$ cat src/rtl/color_zone_scheduler_if.sv
// Bus between the color-zone scheduler and its surroundings: shadow-bank config port,
// detector timing/hit inputs, active window outputs and per-zone result report.
interface color_zone_scheduler_if #(
   parameter int unsigned NUM_ZONES = 4,
   parameter int unsigned ZONE_W    = 2,
   parameter int unsigned CNT_W     = 20
);
   logic                 cfg_we;
   logic [ZONE_W+1:0]    cfg_addr;
   logic [7:0]           cfg_wdata;
   logic [NUM_ZONES-1:0] zone_en;
   logic                 det_vsync;
   logic                 det_valid;
   logic                 det_hit;
   logic [7:0]           thr_cb_min;
   logic [7:0]           thr_cb_max;
   logic [7:0]           thr_cr_min;
   logic [7:0]           thr_cr_max;
   logic [ZONE_W-1:0]    cur_zone;
   logic                 zone_active;
   logic                 res_valid;
   logic [ZONE_W-1:0]    res_zone;
   logic [CNT_W-1:0]     res_count;
   logic                 res_sat;

   modport master (
      output cfg_we, cfg_addr, cfg_wdata, zone_en, det_vsync, det_valid, det_hit,
      input  thr_cb_min, thr_cb_max, thr_cr_min, thr_cr_max, cur_zone, zone_active,
      input  res_valid, res_zone, res_count, res_sat
   );

   modport slave (
      input  cfg_we, cfg_addr, cfg_wdata, zone_en, det_vsync, det_valid, det_hit,
      output thr_cb_min, thr_cb_max, thr_cr_min, thr_cr_max, cur_zone, zone_active,
      output res_valid, res_zone, res_count, res_sat
   );
endinterface

$ cat src/rtl/color_zone_scheduler.sv
// Round-robin scheduler sharing one Cb/Cr window detector across several zones, one zone
// per frame; loads the zone window at each vsync rising edge and reports its hit count.
module color_zone_scheduler #(
   parameter int unsigned NUM_ZONES = 4,
   parameter int unsigned ZONE_W    = 2,
   parameter int unsigned CNT_W     = 20
) (
   input logic                   clk,
   input logic                   rst,
   color_zone_scheduler_if.slave bus
);
   typedef enum logic {StIdle, StRun} state_e;

   // Field order matches cfg_addr[1:0]: cb_min, cb_max, cr_min, cr_max.
   localparam logic [3:0][7:0]    ThrRst = {8'd111, 8'd80, 8'd180, 8'd150};
   localparam logic [CNT_W-1:0]   CntMax = {CNT_W{1'b1}};

   state_e                         state_q, state_d;
   logic                           vs_d;
   logic [NUM_ZONES-1:0][3:0][7:0] shadow_q;
   logic [3:0][7:0]                thr_q, thr_d;
   logic [ZONE_W-1:0]              cur_zone_q, cur_zone_d;
   logic [CNT_W-1:0]               cnt_q, cnt_d;
   logic                           sat_q, sat_d;
   logic                           res_valid_q, res_valid_d;
   logic [ZONE_W-1:0]              res_zone_q, res_zone_d;
   logic [CNT_W-1:0]               res_count_q, res_count_d;
   logic                           res_sat_q, res_sat_d;
   logic                           bnd, hit;
   logic [ZONE_W-1:0]              first_zone, next_zone, idx;

   assign bnd = bus.det_vsync & ~vs_d;
   assign hit = bus.det_valid & bus.det_hit;

   // Descending scans so the lowest index (or smallest forward distance) wins.
   always_comb begin
      first_zone = '0;
      next_zone  = cur_zone_q;
      idx        = '0;
      for (int i = int'(NUM_ZONES) - 1; i >= 0; i--) begin
         if (bus.zone_en[i]) first_zone = ZONE_W'(i);
      end
      for (int k = int'(NUM_ZONES) - 1; k >= 1; k--) begin
         idx = cur_zone_q + ZONE_W'(k);
         if (bus.zone_en[idx]) next_zone = idx;
      end
   end

   always_comb begin
      state_d     = state_q;
      cur_zone_d  = cur_zone_q;
      thr_d       = thr_q;
      cnt_d       = cnt_q;
      sat_d       = sat_q;
      res_valid_d = 1'b0;
      res_zone_d  = res_zone_q;
      res_count_d = res_count_q;
      res_sat_d   = res_sat_q;
      unique case (state_q)
         StIdle: begin
            if (bnd && (|bus.zone_en)) begin
               state_d    = StRun;
               cur_zone_d = first_zone;
               thr_d      = shadow_q[first_zone];
               cnt_d      = CNT_W'(hit);
               sat_d      = 1'b0;
            end
         end
         StRun: begin
            if (bnd) begin
               res_valid_d = 1'b1;
               res_zone_d  = cur_zone_q;
               res_count_d = cnt_q;
               res_sat_d   = sat_q;
               sat_d       = 1'b0;
               if (|bus.zone_en) begin
                  cur_zone_d = next_zone;
                  thr_d      = shadow_q[next_zone];
                  cnt_d      = CNT_W'(hit);
               end else begin
                  state_d = StIdle;
                  cnt_d   = '0;
               end
            end else if (hit) begin
               if (cnt_q == CntMax) sat_d = 1'b1;
               else                 cnt_d = cnt_q + CNT_W'(1);
            end
         end
         default: state_d = StIdle;
      endcase
   end

   always_ff @(posedge clk or posedge rst) begin
      if (rst) begin
         state_q     <= StIdle;
         vs_d        <= 1'b0;
         thr_q       <= ThrRst;
         cur_zone_q  <= '0;
         cnt_q       <= '0;
         sat_q       <= 1'b0;
         res_valid_q <= 1'b0;
         res_zone_q  <= '0;
         res_count_q <= '0;
         res_sat_q   <= 1'b0;
      end else begin
         state_q     <= state_d;
         vs_d        <= bus.det_vsync;
         thr_q       <= thr_d;
         cur_zone_q  <= cur_zone_d;
         cnt_q       <= cnt_d;
         sat_q       <= sat_d;
         res_valid_q <= res_valid_d;
         res_zone_q  <= res_zone_d;
         res_count_q <= res_count_d;
         res_sat_q   <= res_sat_d;
      end
   end

   // Active load reads shadow_q, so a write on the boundary cycle lands after the load.
   always_ff @(posedge clk or posedge rst) begin
      if (rst) begin
         for (int z = 0; z < int'(NUM_ZONES); z++) shadow_q[z] <= ThrRst;
      end else if (bus.cfg_we) begin
         shadow_q[bus.cfg_addr[ZONE_W+1:2]][bus.cfg_addr[1:0]] <= bus.cfg_wdata;
      end
   end

   assign bus.thr_cb_min  = thr_q[0];
   assign bus.thr_cb_max  = thr_q[1];
   assign bus.thr_cr_min  = thr_q[2];
   assign bus.thr_cr_max  = thr_q[3];
   assign bus.cur_zone    = cur_zone_q;
   assign bus.zone_active = (state_q == StRun);
   assign bus.res_valid   = res_valid_q;
   assign bus.res_zone    = res_zone_q;
   assign bus.res_count   = res_count_q;
   assign bus.res_sat     = res_sat_q;
endmodule
$ cat src/flat_wrapper.sv
// flat-port wrapper written by rule: the top's interface ports become plain ports
module color_zone_scheduler_flat 
#(
   parameter int unsigned NUM_ZONES = 4,
   parameter int unsigned ZONE_W    = 2,
   parameter int unsigned CNT_W     = 20
)
  (clk, rst, bus_cfg_we, bus_cfg_addr, bus_cfg_wdata, bus_zone_en, bus_det_vsync, bus_det_valid, bus_det_hit, bus_thr_cb_min, bus_thr_cb_max, bus_thr_cr_min, bus_thr_cr_max, bus_cur_zone, bus_zone_active, bus_res_valid, bus_res_zone, bus_res_count, bus_res_sat);
  color_zone_scheduler_if #(.NUM_ZONES(NUM_ZONES), .ZONE_W(ZONE_W), .CNT_W(CNT_W)) bus_i ();
  input logic clk;
  input logic rst;
  input wire logic [$bits(bus_i.cfg_we)-1:0] bus_cfg_we;
  input wire logic [$bits(bus_i.cfg_addr)-1:0] bus_cfg_addr;
  input wire logic [$bits(bus_i.cfg_wdata)-1:0] bus_cfg_wdata;
  input wire logic [$bits(bus_i.zone_en)-1:0] bus_zone_en;
  input wire logic [$bits(bus_i.det_vsync)-1:0] bus_det_vsync;
  input wire logic [$bits(bus_i.det_valid)-1:0] bus_det_valid;
  input wire logic [$bits(bus_i.det_hit)-1:0] bus_det_hit;
  output wire logic [$bits(bus_i.thr_cb_min)-1:0] bus_thr_cb_min;
  output wire logic [$bits(bus_i.thr_cb_max)-1:0] bus_thr_cb_max;
  output wire logic [$bits(bus_i.thr_cr_min)-1:0] bus_thr_cr_min;
  output wire logic [$bits(bus_i.thr_cr_max)-1:0] bus_thr_cr_max;
  output wire logic [$bits(bus_i.cur_zone)-1:0] bus_cur_zone;
  output wire logic [$bits(bus_i.zone_active)-1:0] bus_zone_active;
  output wire logic [$bits(bus_i.res_valid)-1:0] bus_res_valid;
  output wire logic [$bits(bus_i.res_zone)-1:0] bus_res_zone;
  output wire logic [$bits(bus_i.res_count)-1:0] bus_res_count;
  output wire logic [$bits(bus_i.res_sat)-1:0] bus_res_sat;
  assign bus_i.cfg_we = bus_cfg_we;
  assign bus_i.cfg_addr = bus_cfg_addr;
  assign bus_i.cfg_wdata = bus_cfg_wdata;
  assign bus_i.zone_en = bus_zone_en;
  assign bus_i.det_vsync = bus_det_vsync;
  assign bus_i.det_valid = bus_det_valid;
  assign bus_i.det_hit = bus_det_hit;
  assign bus_thr_cb_min = bus_i.thr_cb_min;
  assign bus_thr_cb_max = bus_i.thr_cb_max;
  assign bus_thr_cr_min = bus_i.thr_cr_min;
  assign bus_thr_cr_max = bus_i.thr_cr_max;
  assign bus_cur_zone = bus_i.cur_zone;
  assign bus_zone_active = bus_i.zone_active;
  assign bus_res_valid = bus_i.res_valid;
  assign bus_res_zone = bus_i.res_zone;
  assign bus_res_count = bus_i.res_count;
  assign bus_res_sat = bus_i.res_sat;
  color_zone_scheduler #(.NUM_ZONES(NUM_ZONES), .ZONE_W(ZONE_W), .CNT_W(CNT_W)) u_core (.clk(clk), .rst(rst), .bus(bus_i));
endmodule
$ cat config.mk
export PLATFORM = sky130hd
export DESIGN_NAME = color_zone_scheduler_flat
export DESIGN_NICKNAME = d
export VERILOG_FILES = /design/src/rtl/color_zone_scheduler_if.sv /design/src/rtl/color_zone_scheduler.sv /design/src/flat_wrapper.sv
export SDC_FILE = /design/constraint.sdc
export NUM_CORES = 1
export LEC_CHECK = 0
export CORE_AREA = 5 5 179 181
export CTS_CLUSTER_DIAMETER = 200
export DETAILED_ROUTE_END_ITERATION = 8
export DIE_AREA = 0 0 184 186
export PLACE_DENSITY = 0.5
export SLEW_MARGIN = 40
export SYNTH_ARGS = -nofsm -noshare
export SYNTH_HDL_FRONTEND = slang
export SYNTH_SLANG_ARGS = --single-unit
$ cat constraint.sdc
create_clock -name clk -period 16.3 [get_ports clk]
set_input_delay 4.89 -clock clk [delete_from_list [all_inputs] [get_ports clk]]
set_output_delay 4.89 -clock clk [all_outputs]
set_load 0.01 [all_outputs]
# Word level (Yosys, flattened, before mapping)
# Index checks and enable logic that the tools add are counted.
[totals]
reg_bits = 209
latch_bits = 0
ramBits = 0
mem_bits_ro = 0
input_bits = 22
out_inout_bits = 59
n_memories = 0
[classes]
n_addsub = 4
n_mul = 0
div = 0
order_cmp = 9
n_eq_ne = 7
shift = 0
mux = 47
bitwise_logic = 4
reduce_logical = 8
[op_table]
columns = ["cell", "count"]
rows = [
  ["$mux W32", 6],
  ["$bmux W32 S2", 2],
  ["$bwmux W128", 1],
  ["$mux W20", 4],
  ["$demux W32 S2", 1],
  ["$pmux W32 S2", 1],
  ["$pmux W20 S2", 1],
  ["$lt A2 B3 Y1 const B", 7],
  ["$add A20 B1 Y20 const B", 1],
  ["$eq A20 B20 Y1 const B", 1],
  ["$mux W2", 10],
  ["$demux W8 S2", 1],
  ["$mux W1", 13],
  ["$ne A3 B3 Y1 const B", 3],
  ["$reduce_and A3 Y1", 3],
  ["$mux W8", 1],
  ["$bmux W1 S2", 3],
  ["$add A2 B2 Y2 const B", 2],
  ["$ge A2 B1 Y1 const B", 2],
  ["$ne A2 B2 Y1 const B", 2],
  ["$pmux W1 S2", 2],
  ["$pmux W2 S2", 1],
  ["$reduce_or A4 Y1", 1],
  ["$logic_and A1 B1 Y1", 3],
  ["5 further kinds", 7],
]

# Longest topological paths before layout
# Gate-level depths: netlist of the first run.
[depth]
word_depth = 11
depth_mapped = 9
depth_no_buf = 7

# Worst setup path after synthesis of the first run
# OpenSTA, ideal clock, no wires.
[synth_timing]
kind = "input port to flip-flop"
start = "in bus_zone_en[1]"
end = "reg u_core.thr_q, in the netlist u_core.bus.thr_cb_max[6]"
arrival_time_ns = 6.247
required_time_ns = 16.168
slack_ns = 9.921
cell_stages = 6
cell_sequence = "buf_2 > nor3_1 > clkbuf_1 > mux4_2 > a22oi_1 > o21ai_1"
[synth_via]
elab_chain_len = 10
[synth_lines]
columns = ["element", "line", "source"]
rows = [
  ["start, declared", "flat_wrapper.sv:15", "input wire logic [$bits(bus_i.zone_en)-1:0] bus_zone_en;"],
  ["$bmux W1 S2", "color_zone_scheduler.sv:45", "if (bus.zone_en[idx]) next_zone = idx;"],
  ["$mux W1 (not written as such)", "color_zone_scheduler.sv:45", ""],
  ["$mux W2 (3 in series)", "color_zone_scheduler.sv:45", ""],
  ["$bmux W32 S2", "color_zone_scheduler.sv:78", "thr_d = shadow_q[next_zone];"],
  ["$mux W32 (not written as such)", "color_zone_scheduler.sv:78", ""],
  ["$mux W32", "color_zone_scheduler.sv:76", "if (|bus.zone_en) begin"],
  ["$mux W32", "color_zone_scheduler.sv:70", "if (bnd) begin"],
  ["$pmux W32 S2", "color_zone_scheduler.sv:59", "unique case (state_q)"],
  ["end signal, assigned", "color_zone_scheduler.sv:97", "thr_q <= ThrRst;"],
  ["end signal, assigned", "color_zone_scheduler.sv:108", "thr_q <= thr_d;"],
  ["end, declared", "color_zone_scheduler.sv:21", "logic [3:0][7:0] thr_q, thr_d;"],
]
# Several ways; a longest one is shown, not always the timed one. The select of a mux whose other input is x is not followed.
# A chain may end at the register's enable or synchronous reset.

# Worst setup path in the final report of the first run
[layout_timing]
start = "in bus_zone_en[3]"
end = "reg u_core.thr_q, in the netlist u_core.bus.thr_cb_max[6]"
# Same word-level chain as after synthesis.

==> qor.yml, run 1 <==
run_status:
  outcome: "completed"
clocking:
  cts.repair.resized: 0
  clk_latency_ps: 520
  hold_buffers: 0
  clk_pin_slew_ps: 60
  cts_max_path_buffers: 3
  cts_tree: "yes"
  cts-root-buf: "clkbuf_16"
  cts_made_buffers: 25
  post_cts_buffers: 0
  clock-sinks: 209
  htreeDepth: 1
run:
  drv_cap: 0
drt:
  wl_per_cell_microns: 20.2
  wirelength_microns: 28700
  viasPerCell: 5.36
  dr.pass1.iters: 5
  vias: 7610
  drt.antenna.violating_nets: 0
  initialDrtViolationCount: 479
  drt_drc_violations_left: 0
sta:
  hold_viol_final: 0
  fmax_mhz: 141
  fin_skew_ps: 21.5
  rsz0062_at_grt: "no"
  fin_hold_ws_ps: 478
  min_period_ps: 7090
  post-route-period-util_pct: 43.5
  tns_ps: 0
  slew_violations: 0
  max-slew-margin-rel_pct: 45.6
  worst-slew-pin-transition_ps: 816
  setup_viol: 0
worst_setup_path:
  crit_fanout: 53
  cp.required_ps: 16680
  arrival_ps: 7470
  slowest_stage: "buf_4"
  cpPeakStageDelay_ps: 630
  r2r_slack_ps: 13830
  crit_path_end_kind: "flop"
  crit_type: "input pin to flop"
  start_kind: "input pin"
  crit_chain: "clkdlybuf4s50_1 -> nor2b_1 -> o21ba_2 -> buf_4 -> mux4_2 -> a22oi_1 -> o21ai_1"
pwr:
  power_leakage_uw: 0.00503
  irDropWorstVdd_v: 0.0000753
  powerDensity_nw_per_um2: 137
finish:
  final_common_cell: "nand2_1"
  areaGrowthSynthToFinish_pct: 18.5
  final_util_pct: 40.9
  finalNetCount: 1031
  instances_no_fill: 1421
  num_antenna_cells: 0
  final_cell_mix: "nand2_1 (161), mux2_2 (149), dfrtp_1 (129), a21oi_1 (82), dfstp_2 (80)"
  drive_above_1_share_pct: 30.7
global_routing:
  grt_overflow_total: 0
  grt_pass1_wl_microns: 45400
  grt_pass1_vias: 7615
  antenna_found_initial: 0
  grtUsageTotal_pct: 16.7
  grt_start_max_net_pins: 117
yosys:
  avgSynthCellArea_sq_um: 10.9
  synth_edf_count: 0
  syn_inst: 955
  ys_seq_area_share_pct: 51.0
  async_flop_share_pct: 100
  syn_area_sq_um: 10400
  ys_seq_elements: 209
  synth_fp_nets: 978
  yosysWarnings: 0
  synth_flop_cell: "dfrtp_1"
  synth_cell_type_count: 46
floorplan:
  rows: 64
  dieArea_sq_um: 34200
  die_h_microns: 186
  die_w_microns: 184
  core-area_sq_um: 30300
  start_util_pct: 34.5
  pin_count: 81
worst_hold_path:
  hold_class: "flop to flop"
placement:
  io_buffers: 80
  dp.cells: 1377
  place.gp.congestion: 0.767
  dpl.hpwl_microns: 16800
where the power goes:
group,total (uW),leakage [uW],switching (uW),internal (uW)
Sequential,744,0.00250,85.2,658
Clock,526,0.000395,214,312
Combinational,421,0.00214,207,214
cells in the mapped netlist (12+ instances only):
cell type	instances	area share [%]
nand2_1	161	5.8
mux2_2	149	16
dfrtp_1	129	31
a21oi_1	82	3.9
dfstp_2	80	20
clkbuf_1	40	1.4
nor2_1	35	1.3
a22oi_1	32	2.3
nand3_1	32	1.5
a31oi_1	23	1.4
a22o_1	21	1.8
mux2i_1	21	2.0
buf_2	19	0.91
a32o_1	12	1.1
critical path, delay by kind of cell:
kind | cells | cell delay [ps]
buffers and inverters | 2 | 1170
and+or+nand+nor | 1 | 320
AOI/OAI and AO/OA | 3 | 460
muxes | 1 | 600
final timing paths:
check | endpoint | startpoint | cells after the start
setup / recovery | u_core.bus.thr_cb_max[6] | bus_zone_en[3] | 7
hold / removal | u_core.bus.res_zone[0] | u_core.bus.res_zone[0] | 2
setup reg to reg | u_core.bus.thr_cb_min[1] | u_core.bus.cur_zone[1] | 7
hold reg to reg | u_core.bus.res_zone[0] | u_core.bus.res_zone[0] | 2
max in group asynchronous | u_core.shadow_q[0] | rst | 3
min in group asynchronous | u_core.shadow_q[70] | rst | 2
registers in the layout (all words and copies together) (netlist names), named ones only:
register / count
u_core.bus.res_sat: 1
u_core.bus.res_zone: 2
u_core.sat_q: 1
u_core.bus.res_count: 20
u_core.cnt_q: 20
u_core.bus.res_valid: 1
u_core.bus.thr_cr_max: 8
u_core.bus.thr_cb_max: 8
u_core.shadow_q: 128
u_core.vs_d: 1
u_core.bus.thr_cb_min: 8
u_core.bus.thr_cr_min: 8
u_core.bus.cur_zone: 2
final cells by class:
type / count / area (sq um)
tap: 396 / 495
fill: 2948 / 17900
timing repair buffer: 92 / 893
multi-input combinational: 675 / 4850
sequential: 209 / 5330
clock inverter: 8 / 43.8
inverter: 5 / 31.3
clock buffer: 36 / 737
cells by family (layout without fill, tap and decap cells):
kind of cell    after synthesis  after routing  synth area share [%]
buf+inv                      71            141                  3.10
simple gates                281            281                  12.0
flops                       209            209                  51.0
mux                         181            181                  20.4
compound gates              199            199                  12.2
fa+ha+maj                     1              1                 0.120
xor+xnor                     13             13                  1.09
layer usage:
| metal | global-route usage (%) | vias up | part of all wire (%) |
|---|---|---|---|
| met1 | 23.4 | 3860 | 47 |
| met2 | 28.1 | 160 | 47 |
| met4 | 3.25 | 0 | 1.8 |
| met3 | 2.09 | 32 | 4.2 |
| li1 | - | 3558 | - |
| met5 | 0 | - | 0 |
through the flow:
step           total power, uW  setup WS, ps  cell area [sq um]
5_1_grt                   1780          9050              12400
4_1_cts                   1710          9230              12400
6_report                  1690          9210              12400
2_1_floorplan             1020          5830              10400
3_3_place_gp              1170          8450              11600
3_5_place_dp              1170          8690              11600
(Power assumes the default switching activity.)
==> inputs of run 2 (changes only) <==
PLACE_DENSITY = 0.52   (was 0.5)
clock period = 6 ns   (was 16.3 ns; I/O delays follow)
==> run 2 against run 1 <==
Count of clock-buffer cells in the layout stayed put; die area stayed put; critical endpoint is now u_core.bus.thr_cb_max[4]; worst setup slack worse by 7100 ps; wire length is 1.6% lower.
==> qor.yml, run 2 (synthesis results as in run 1) <==
worst_setup_path:
  cpPeakStageDelay_ps: 720  # +90 ps
  worstRegToRegCells: 7  # unchanged
  r2r_slack_ps: 3420  # -10410 ps
  cp.required_ps: 6450  # -10230 ps
  crit_chain: "clkdlybuf4s50_1 -> nand2b_4 -> a21o_1 -> and3_2 -> buf_4 -> a21oi_1 -> a22o_1 -> a21oi_1"
  r2r_start: "u_core.bus.cur_zone[1]"
  critPathMostFrequentCell: "a21oi_1"
  start_kind: "input pin"
  timing.rr.end: "u_core.bus.thr_cb_max[4]"
  crit_type: "input pin to flop"
  arrival_ps: 4330  # -3140 ps
  crit_fanout: 33  # -38%
  slowest_stage: "and3_2"
  crit_path_end_kind: "flop"
placement:
  place.gp.congestion: 0.767  # about the same
  io_buffers: 80  # unchanged
  dpl.hpwl_microns: 17200  # +2.1%
sta:
  fin_skew_ps: 15.3  # -6.20 ps
  fmax_mhz: 258
  hold_viol_final: 0  # unchanged
  min_period_ps: 3870
  slew_violations: 0  # unchanged
  max-slew-margin-rel_pct: 43.6  # -2.0 points
  rsz0062_at_grt: "no"
  worst-slew-pin-transition_ps: 843  # +26.6 ps
  tns_ps: 0  # unchanged
  setup_viol: 0  # unchanged
  post-route-period-util_pct: 64.6
clocking:
  cts_made_buffers: 25  # unchanged
  cts.repair.resized: 0  # unchanged
  clk_pin_slew_ps: 60  # about the same
  cts_tree: "yes"
  htreeDepth: 1  # unchanged
  post_cts_buffers: 0  # unchanged
  clock-sinks: 209  # unchanged
  cts-root-buf: "clkbuf_16"
  clk_latency_ps: 530  # about the same
  cts_max_path_buffers: 3  # unchanged
  hold_buffers: 0  # unchanged
global_routing:
  grt_overflow_total: 0  # unchanged
  grtUsageTotal_pct: 16.6  # -0.12 points
  grt_pass1_vias: 7672  # +0.75%
  grt_start_max_net_pins: 104  # -11%
  grt_pass1_wl_microns: 45200  # -0.52%
  antenna_found_initial: 0  # unchanged
finish:
  final_util_pct: 41.0  # +0.11 points
  largest_register_ffs: 128  # unchanged
  regMostFlops: "u_core.shadow_q"
  finalNetCount: 1034  # +0.29%
  num_antenna_cells: 0  # unchanged
  final_cell_mix: "nand2_1 (161), mux2_2 (149), dfrtp_1 (129), a21oi_1 (82)"
  drive_above_1_share_pct: 30.5  # -0.25 points
  areaGrowthSynthToFinish_pct: 18.8
  final_common_cell: "nand2_1"
floorplan:
  pin_count: 81  # unchanged
  die_w_microns: 184  # unchanged
  die_h_microns: 186  # unchanged
  rows: 64  # unchanged
  start_util_pct: 34.5  # unchanged
  core-area_sq_um: 30300  # unchanged
  dieArea_sq_um: 34200  # unchanged
drt:
  drt_drc_violations_left: 0  # unchanged
  vias: 7689  # +1.0%
  drt.antenna.violating_nets: 0  # unchanged
  dr.pass1.iters: 7  # +2
  initialDrtViolationCount: 540  # +13%
  wirelength_microns: 28300  # -1.6%
  wl_per_cell_microns: 19.8  # -2.0%
  viasPerCell: 5.39  # +0.68%
pwr:
  power_leakage_uw: 0.00503  # about the same
  powerDensity_nw_per_um2: 371  # +170%
  irDropWorstVdd_v: 0.000218  # +190%
worst_hold_path:
  hold_class: "flop to flop"
  holdPathEnd: "u_core.bus.res_count[17]"
  min-delay-start: "u_core.bus.res_count[17]"
  holdPathStages: 2  # unchanged
run:
  drv_cap: 0  # unchanged
run_status:
  outcome: "completed"
-- run 2: per-stage QoR --
stage                     hold WS, ps  power [uW]  cells  setup WS, ps  cell area, sq um
final                             479        4600   1426          2130             12400
after global routing              511        4870   1426          1950             12400
after CTS                         487        4660   1426          2160             12400
after detailed placement          475        3190   1380          1600             11600
after global placement            461        3170   1380          1550             11600
after floorplan                   459        2780    955          1550             10500
-- run 2: worst max-delay path: cells and delay by family --
kind	cells	cell delay (ps)
AOI/OAI and AO/OA	4	670
buffers and inverters	2	970
and+or+nand+nor	2	880
-- run 2: cell type report --
class / instances / area, sq um
Fill cell: 2946 / 17900
Sequential cell: 209 / 5330
Multi-Input combinational cell: 675 / 4850
Timing Repair Buffer: 95 / 938
Clock buffer: 36 / 697
Tap cell: 396 / 495
Clock inverter: 10 / 83.8
Inverter: 5 / 22.5
-- run 2: how the worst max path moves through the flow --
| stage | slack [ps] | start | end | cells after the start |
|---|---|---|---|---|
| 2_1_floorplan | 1550 | rst | async pin | 1 |
| 3_3_place_gp | 1550 | bus_zone_en[1] | u_core.bus.thr_cr_max[4] | 8 |
| 3_5_place_dp | 1600 | bus_zone_en[1] | u_core.bus.thr_cb_max[3] | 8 |
| 4_1_cts | 2160 | bus_zone_en[1] | u_core.bus.thr_cb_max[4] | 8 |
| 5_1_grt | 1950 | bus_zone_en[1] | u_core.bus.thr_cb_max[1] | 7 |
| 6_report | 2130 | bus_zone_en[1] | u_core.bus.thr_cb_max[4] | 8 |
-- run 2: where the power goes --
group          switching, uW  internal (uW)
registers                230           1790
clock network            592            850
logic                    553            586
-- run 2: metal layers --
metal | wire length [microns] | GRT usage (%)
met1 | 13200 | 23.2
met5 | 0 | 0
met4 | 632 | 4.17
met2 | 13000 | 26.8
met3 | 1380 | 2.85
==> inputs of run 3 (changes only) <==
clock period = 3.45 ns   (was 6 ns; I/O delays follow)
==> run 3 against run 2 <==
Combinational power rose by 81%; first-iteration DRC count fell by 2.0%; clock power rose by 75%; global-route usage rose by 0.062 points; critical path depth fell by 7; utilization rose by 0.70 points; non-clock buffer count rose by 23; die area did not move; cell area rose by 1.7%; final cell count rose by 1.3%; power rose by 76%; wire length rose by 0.94%; largest power group unchanged.
==> qor.yml, run 3 (synthesis results as in run 1) <==
worst_hold_path:
  min-delay-start: "u_core.bus.res_count[17]"
  hold_class: "flop to flop"
worst_setup_path:
  start_kind: "flop"
  cpPeakStageDelay_ps: 650  # -70 ps
  crit_type: "flop to primary output"
  cp.required_ps: 2410  # -4040 ps
  crit_fanout: 14  # -58%
  slowest_stage: "dfrtp_1"
  crit_chain: "clkdlybuf4s50_1"
  cp_top_family: "flip-flops"
  crit_path_end_kind: "primary output"
  arrival_ps: 1800  # -2530 ps
  path_buf_inv: 1  # -1
clocking:
  clk_latency_ps: 520  # about the same
  post_cts_buffers: 0  # unchanged
  hold_buffers: 0  # unchanged
  cts_max_path_buffers: 3  # unchanged
  cts_made_buffers: 23  # -8.0%
  cts.repair.resized: 0  # unchanged
  cts-root-buf: "clkbuf_16"
  cts_tree: "yes"
  htreeDepth: 1  # unchanged
  clock-sinks: 209  # unchanged
  clk_pin_slew_ps: 60  # about the same
pwr:
  power_leakage_uw: 0.00518  # +2.8%
  irDropWorstVdd_v: 0.000399  # +83%
  powerDensity_nw_per_um2: 640  # +73%
sta:
  worst-slew-pin-transition_ps: 840  # -2.27 ps
  slew_violations: 0  # unchanged
  setup_viol: 0  # unchanged
  min_period_ps: 2840
  rsz0062_at_grt: "no"
  fin_skew_ps: 8.59  # -6.70 ps
  tns_ps: 0  # unchanged
  fmax_mhz: 353
  hold_viol_final: 0  # unchanged
  post-route-period-util_pct: 82.2
  max-slew-margin-rel_pct: 43.8  # +0.15 points
floorplan:
  die_h_microns: 186  # unchanged
  rows: 64  # unchanged
  pin_count: 81  # unchanged
  die_w_microns: 184  # unchanged
  start_util_pct: 34.5  # unchanged
  dieArea_sq_um: 34200  # unchanged
  core-area_sq_um: 30300  # unchanged
global_routing:
  grtUsageTotal_pct: 16.6  # +0.062 points
  grt_pass1_wl_microns: 45200  # about the same
  antenna_found_initial: 0  # unchanged
  grt_pass1_vias: 7631  # -0.53%
  grt_start_max_net_pins: 92  # -12%
  grt_overflow_total: 0  # unchanged
finish:
  areaGrowthSynthToFinish_pct: 20.9
  finalNetCount: 1055  # +2.0%
  final_cell_mix: "nand2_1 (161), mux2_2 (149), dfrtp_1 (129), a21oi_1 (82)"
  largest_register_ffs: 128  # unchanged
  instances_no_fill: 1445  # +1.3%
  final_util_pct: 41.7  # +0.70 points
  final_common_cell: "nand2_1"
  num_antenna_cells: 0  # unchanged
  regMostFlops: "u_core.shadow_q"
  drive_above_1_share_pct: 31.2  # +0.69 points
drt:
  initialDrtViolationCount: 529  # -2.0%
  wirelength_microns: 28500  # +0.94%
  wl_per_cell_microns: 19.8  # -0.39%
  dr.pass1.iters: 5  # -2
  drt.antenna.violating_nets: 0  # unchanged
  drt_drc_violations_left: 0  # unchanged
  vias: 7781  # +1.2%
  viasPerCell: 5.38  # -0.13%
placement:
  place.gp.congestion: 0.770  # +0.38%
  dp.cells: 1403  # +1.7%
  dpl.hpwl_microns: 17200  # +0.30%
  io_buffers: 80  # unchanged
run_status:
  outcome: "completed"
run:
  drv_cap: 0  # unchanged
[run 3: worst reg2reg max path: stages, from the launching register on]
cell and delay, ps:
dfrtp_1 650, inv_2 410, a21o_1 300, a211o_1 410, nor4b_2 270, xnor2_1 150, nor2_1 50
[run 3: routing by layer]
metal	vias to the layer above	part of all wire, %	global-route usage (%)
li1	3619	-	-
met4	0	2.4	3.82
met2	208	46	26.7
met3	51	4.4	2.15
met1	3903	48	24.1
met5	-	0	0
[run 3: path summary, 6_finish.rpt]
kind	cells after the start	slack, ps	endpoint
max	1	610	bus_zone_active
min	2	480	u_core.bus.res_count[17]
max reg2reg	6	1100	u_core.cnt_q[13]
min reg2reg	2	480	u_core.bus.res_count[17]
max in group asynchronous	3	1940	u_core.bus.thr_cb_max[7]
min in group asynchronous	3	1060	u_core.shadow_q[102]
[run 3: stage by stage]
stage / power [uW] / hold slack (ps) / instance area [sq um] / setup slack, ps
final: 8080 / 481 / 12600 / 614
after global routing: 8540 / 518 / 12600 / 531
after CTS: 8180 / 490 / 12600 / 574
after detailed placement: 5610 / 476 / 11900 / 264
after global placement: 5570 / 464 / 11900 / 165
after floorplan: 4830 / 459 / 10500 / -234
[run 3: cell type report]
type,count,area (sq um)
sequential,209,5330
multi-input combinational,675,4820
fill,2921,17600
tap,396,495
timing repair buffer,118,1190
clock inverter,7,91.3
clock buffer,35,681
inverter,5,22.5
[run 3: power breakdown]
group | total (uW) | internal (uW) | switching, uW
combinational | 2060 | 1070 | 997
clock | 2520 | 1510 | 1010
sequential | 3500 | 3110 | 393
total | 8080 | 5690 | 2400
